--- src/rtl/uart_rx.sv ---
// UART receiver: 2-flop input synchronizer, bit-period timer and frame FSM.
// Recovers DATA_BITS LSB-first data with optional odd parity and break lockout.
module uart_rx #(
    parameter int unsigned CLKS_PER_BIT = 5208,
    parameter int unsigned HALF_BIT     = CLKS_PER_BIT / 2,
    parameter int unsigned DATA_BITS    = 8,
    parameter int unsigned PARITY_EN    = 1
) (
    input  logic                 clk,
    input  logic                 rst,
    input  logic                 Sin,
    output logic [DATA_BITS-1:0] Dout,
    output logic                 Receive,
    output logic                 parityErr,
    output logic                 frameErr,
    output logic                 busy
);

    localparam int unsigned TIMER_W = $clog2(CLKS_PER_BIT);
    localparam int unsigned IDX_W   = (DATA_BITS > 1) ? $clog2(DATA_BITS) : 1;
    localparam logic [TIMER_W-1:0] HALF_CNT = TIMER_W'(HALF_BIT - 1);
    localparam logic [TIMER_W-1:0] FULL_CNT = TIMER_W'(CLKS_PER_BIT - 1);
    localparam logic [IDX_W-1:0]   LAST_IDX = IDX_W'(DATA_BITS - 1);
    localparam logic               PAR_ON   = (PARITY_EN != 0);

    typedef enum logic [2:0] {
        IDLE,
        START,
        DATA,
        PARITY,
        STOP
    } stateT;

    stateT                state;
    stateT                stateNext;
    logic                 syncMeta;
    logic                 s;
    logic [TIMER_W-1:0]   timer;
    logic [IDX_W-1:0]     bitIdx;
    logic [DATA_BITS-1:0] shiftReg;
    logic                 parityBit;
    logic                 armed;
    logic                 halfHit;
    logic                 fullHit;
    logic                 timerClear;

    // Two-flop synchronizer; idles high so reset does not look like a start edge.
    always_ff @(posedge clk or posedge rst) begin
        if (rst) begin
            syncMeta <= 1'b1;
            s        <= 1'b1;
        end else begin
            syncMeta <= Sin;
            s        <= syncMeta;
        end
    end

    assign halfHit = (timer == HALF_CNT);
    assign fullHit = (timer == FULL_CNT);

    always_ff @(posedge clk or posedge rst) begin
        if (rst) begin
            state <= IDLE;
        end else begin
            state <= stateNext;
        end
    end

    always_comb begin
        stateNext  = state;
        timerClear = 1'b0;
        case (state)
            IDLE: begin
                if (armed && !s) begin
                    stateNext = START;
                end
            end
            START: begin
                if (halfHit) begin
                    stateNext = s ? IDLE : DATA;
                end
            end
            DATA: begin
                if (fullHit && (bitIdx == LAST_IDX)) begin
                    stateNext = PAR_ON ? PARITY : STOP;
                end
            end
            PARITY: begin
                if (fullHit) begin
                    stateNext = STOP;
                end
            end
            STOP: begin
                if (fullHit) begin
                    stateNext = IDLE;
                end
            end
            default: stateNext = IDLE;
        endcase
        timerClear = (state == IDLE) || fullHit || (stateNext != state);
    end

    // Timer, sampling datapath and registered outputs.
    always_ff @(posedge clk or posedge rst) begin
        if (rst) begin
            timer     <= '0;
            bitIdx    <= '0;
            shiftReg  <= '0;
            parityBit <= 1'b0;
            armed     <= 1'b1;
            Dout      <= '0;
            Receive   <= 1'b0;
            parityErr <= 1'b0;
            frameErr  <= 1'b0;
            busy      <= 1'b0;
        end else begin
            Receive <= 1'b0;
            busy    <= (stateNext != IDLE);
            timer   <= timerClear ? '0 : timer + TIMER_W'(1);
            case (state)
                IDLE: begin
                    if (s) begin
                        armed <= 1'b1;
                    end
                end
                START: begin
                    bitIdx <= '0;
                end
                DATA: begin
                    if (fullHit) begin
                        shiftReg[bitIdx] <= s;
                        bitIdx           <= bitIdx + IDX_W'(1);
                    end
                end
                PARITY: begin
                    if (fullHit) begin
                        parityBit <= s;
                    end
                end
                STOP: begin
                    if (fullHit) begin
                        Dout      <= shiftReg;
                        parityErr <= PAR_ON & ~(^shiftReg ^ parityBit);
                        frameErr  <= ~s;
                        Receive   <= 1'b1;
                        // A low stop bit locks out new frames until the line goes high.
                        if (!s) begin
                            armed <= 1'b0;
                        end
                    end
                end
                default: ;
            endcase
        end
    end

endmodule

--- config.mk ---
export PLATFORM = sky130hd
export DESIGN_NAME = uart_rx
export DESIGN_NICKNAME = d
export VERILOG_FILES = /design/src/rtl/uart_rx.sv
export SDC_FILE = /design/constraint.sdc
export NUM_CORES = 1
export LEC_CHECK = 0
export BUFFER_PORTS_ARGS = -buffer_cell sky130_fd_sc_hd__buf_2
export CORE_MARGIN = 5
export CORE_UTILIZATION = 45
export CTS_CLUSTER_SIZE = 25
export DETAILED_ROUTE_END_ITERATION = 8
export HOLD_SLACK_MARGIN = 0.03
export PLACE_DENSITY = 0.61
export SLEW_MARGIN = 20
export SYNTH_ARGS = -nofsm -noshare
export SYNTH_HDL_FRONTEND = slang
export SYNTH_SLANG_ARGS = --single-unit
--- constraint.sdc ---
create_clock -name clk -period 5.1 [get_ports clk]
set_clock_uncertainty 0.15 [all_clocks]
set_input_delay 1.02 -clock clk [delete_from_list [all_inputs] [get_ports clk]]
set_output_delay 1.02 -clock clk [all_outputs]
set_load 0.01 [all_outputs]
== Yosys cells after proc, flatten, opt, wreduce, memory -nomap -nowiden ==
Cells that the tools add are included.
Storage, ports and cells
  register bits: 43
  output and inout port bits: 12
Cells by class
  add/subtract/negate cells: 2
  $lt $le $gt $ge: 2
  equality and inequality tests: 12
  mux-type cells: 19
  bitwise logic cells: 3
  reductions and logical operators: 16
Operators by type and width (count)
  $mux 3: 6
  $pmux 3 s5: 1
  $add 13x1->13 const B: 1
  $eq 13x12->1 const B: 1
  $eq 13x13->1 const B: 1
  $mux 13: 1
  $bwmux 8: 1
  $ne 2x2->1 const B: 4
  $reduce_and 2->1: 4
  $reduce_xor 8->1: 1
  $eq 3x2->1 const B: 2
  $eq 3x3->1 const B: 2
  $mux 1: 6
  $pmux 3 s2: 1
  $lt 3x4->1 const B: 1
  $reduce_and 4->1: 1
  $reduce_bool 2->1: 2
  $add 3x1->3 const B: 1
  $demux 1 s3: 1
  $eq 3x1->1 const B: 1
  $ge 3x1->1 const B: 1
  $logic_and 1x1->1: 3
  $logic_not 3->1: 1
  $ne 3x3->1: 1
  other kinds (7): 9

== Logic depth before layout (Yosys ltp) ==
  depth after elaboration: 7
  gate-level depth with buffers: 7
  mapped depth without buffers: 6

== Worst setup path after synthesis ==
Ideal clock, no wire load.
  kind: reg-to-reg
  start point: register timer[4]
  end point: register busy
  library setup time: 0.120 ns
  arrival: 1.698 ns
  data required time: 4.830 ns
  slack: 3.132 ns
  cell stages (with the launch flop): 6
  buffers on the path: 0
  period minus slack after synthesis: 1.968 ns
  cell sequence: dfrtp_1 or4b_4 o31a_1 a311oi_2 a21o_1 nand2_1
Between the ends
  word-level cells in the longest chain between the ends: 5
RTL lines
  from (decl): line 38  | logic [TIMER_W-1:0] timer;
  from (signal assigned): line 119  | timer <= timerClear ? '0 : timer + TIMER_W'(1);
  $eq 13x13->1: line 59  | assign fullHit = (timer == FULL_CNT);
  $logic_and 1x1->1: line 84  | if (fullHit && (bitIdx == LAST_IDX)) begin
  $mux 3: line 84
  $pmux 3 s5 *: line 72  | case (state)
  $reduce_bool 3->1 *: line 118  | busy <= (stateNext != IDLE);
  to (signal assigned): line 118
  to (decl): line 16  | output logic busy
Mark *: on every way between the ends. The rest lies on a longest branch, timed or not.
A chain may end at the register's enable or synchronous reset.

== Worst setup path after layout ==
  start point: register timer[6]
  end point: register timer[4]
Between the ends
  word-level cells in the longest chain between the ends: 7
RTL lines
  $eq 13x13->1: line 59
  $logic_and 1x1->1: line 84
  $mux 3: line 84
  $pmux 3 s5: line 72
  $ne 3x3->1: line 100  | timerClear = (state == IDLE) || fullHit || (stateNext != state);
  $logic_or 1x1->1 *: line 100
  $mux 13 *: line 119
Marks and branches as above.

==> reports/results.txt <==
global placer's final weighted congestion: 0.839
# H-tree levels: 2
Reg power frac: 58.0%
DR iter-0 viols: 88
root buffer cell: clkbuf_8
Leakage: 1.09 nW
Tot Pwr: 0.000669 W
top cell type's share of synthesized area: 46.9%
min cycle time layout: 2190 ps
final hold slack: 213 ps
Syn Nets: 190
flop and latch count out of synthesis: 43
maximum VDD drop: 0.000166 V
Yosys top cell by area: dfrtp_1
P per Cell Area: 289 nW/um^2
I/O pins: 15
total gr overflow: 0
Pre-Repair DR Iteration Count: 4
Mapped Area: 2140 um^2
setup tns final: 0 ps
Worst-Skew Late Latency: 290 ps
dpl cells: 247
Comb power frac: 11.4%
register area share after synthesis: 50.6%
CTS tree: yes
Max-slew headroom: 64.7%
top cells by area, synth: dfrtp_1 (47%), mux2_2 (8.4%), xnor2_1 (4.1%)
max_cap viols: 0
Tot GR Track Use: 13.0%
clock buffer depth: 2
Netlist cell types: 47
Resize count post-CTS: 0
Clock power frac: 30.6%
Hold Crit Class: register to register
die width: 78.9 um
antenna-violating nets left: 0
area delta synth->final: 8.49%
ys flop type: dfrtp_1
vias in the first global route: 1427
Critical Path Source Type: register
slack of the worst reg-to-reg path: 2910 ps
utilization after layout: 49.7%
hold_buf cts: 0
Highest Clock Rate: 457 MHz
Post-DP HPWL: 2590 um
TritonCTS Buffers: 5
slew at the pin closest to its max-slew limit: 530 ps
Clock Sinks: 43
per-cell routed wire length: 14.3 um
final setup fails: 0
Critical Path RT: 5110 ps
switching share of power: 26.9%
drt total wl: 3650 um
most common cell in the netlist: dfrtp_1
status: complete, no violations
Worst setup EP type: register
DRC Markers: 0
Starting Density: 45.8%
via count: 1383
fraction of layout cells with a size suffix above 1: 25.9%
ant diodes: 0
syn_area_per_cell: 11.6 um^2
largest net degree at the start of global routing: 44
Async S/R FF share, synth: 100%
number of vias per cell: 5.42
initial antenna violation count: 0
period utilization: 42.9%
first-pass GRT wire length: 6330 um
RSZ-0062 raised after global routing: false
Crit Path Class: register to register
CP max FO: 11
Ys Warns: 0
final slew viol count: 0
Sw Pwr: 0.000180 W
Final Hold Fails: 0
die area: 6220 um^2
most common library cells after synthesis: dfrtp_1 (40), nor2_1 (21), mux2_2 (16)
Core Rows: 25
Final nets: 206
Post-synth EDFFs: 0
clk slew on worst S/H paths: 80 ps
Port-buffer cells: 14
die height: 78.9 um
Cells after Synth: 184
Critical Path AT: 2190 ps
Core ar.: 4660 um^2
postcts setup bufs: 0
Final Instance Count excl. Fillers: 255
internal cell power: 0.000489 W
-- metrics by stage --
stage               cell area (um^2)  setup slack (ps)
detailed placement              2230              2920
finish                          2320              2910
global placement                2230              2920
global route                    2320              2720
floorplan                       2140              2930
CTS                             2320              2900
-- routing by layer --
layer	up-vias	track usage (%)	wire [um]
li1	682	-	-
met1	677	16.6	1740
met2	17	20.5	1720
met3	7	3.85	130
met4	0	5.67	59
met5	-	0	0
-- layout by cell type, fill, tap and decap left out, drive strengths merged, types with 2 or more instances in the layout --
cell / count
inv: 5
nor2: 21
nand3b: 2
a21oi: 2
and2: 2
nor4: 2
nand2: 11
dfstp: 3
nand3: 7
clkbuf: 6
mux2: 18
a22o: 2
ha: 3
and3: 6
nor3: 3
dfrtp: 40
xnor2: 10
xor2: 9
nand4bb: 2
and4bb: 3
nand4b: 2
nand4: 4
buf: 15
or2: 2
o21ai: 6
-- kinds of logic after synthesis --
| kind of cell | count (synthesis) | synth area share, % |
|---|---|---|
| AOI/OAI and AO/OA | 18 | 6.03 |
| xor gates and xnor gates | 19 | 7.79 |
| adders and majority gates | 3 | 1.76 |
| buffers and inverters | 11 | 3.16 |
| DFF | 43 | 50.6 |
| muxes | 18 | 9.49 |
| and+or+nand+nor | 72 | 21.2 |
-- flip-flops by register name, indices dropped and copies added, names as in the netlist, 3 cells and up --
name and flops:
timer 13, Dout 8, shiftReg 8, bitIdx 3, state 3
-- critical path, cell delays in order (launching register included) --
cell and delay (ps):
dfrtp_1 450, or4b_4 550, nor4_2 300, o21ai_0 120
nand4_1 380, nor2_1 100
-- power by group through the flow --
stage / clock [W] / combinational [W] / sequential [W]
2_1_floorplan: 0 / 0.0000701 / 0.000386
6_report: 0.000205 / 0.0000761 / 0.000388
4_1_cts: 0.000213 / 0.0000784 / 0.000388
3_3_place_gp: 0 / 0.0000742 / 0.000393
5_1_grt: 0.000225 / 0.0000857 / 0.000392
3_5_place_dp: 0 / 0.0000776 / 0.000395
-- area by class of cell --
type / instances / area, um^2
Timing Repair Buffer: 15 / 77.6
Clock inverter: 2 / 12.5
Fill cell: 425 / 2340
Tap cell: 54 / 67.6
Clock buffer: 6 / 72.6
Inverter: 5 / 18.8
Sequential cell: 43 / 1080
Multi-Input combinational cell: 130 / 988
-- path summary, 6_finish.rpt --
path / from / to / cells after the start
worst max-delay path: timer[6] / timer[4] / 5
worst min-delay path: syncMeta / s / 0
worst min register to register: syncMeta / s / 0
worst max register to register: timer[6] / timer[4] / 5
min in group asynchronous: rst / Dout[4] / 3
max in group asynchronous: rst / armed / 3
No activity file was read; power rests on OpenSTA's default activity.
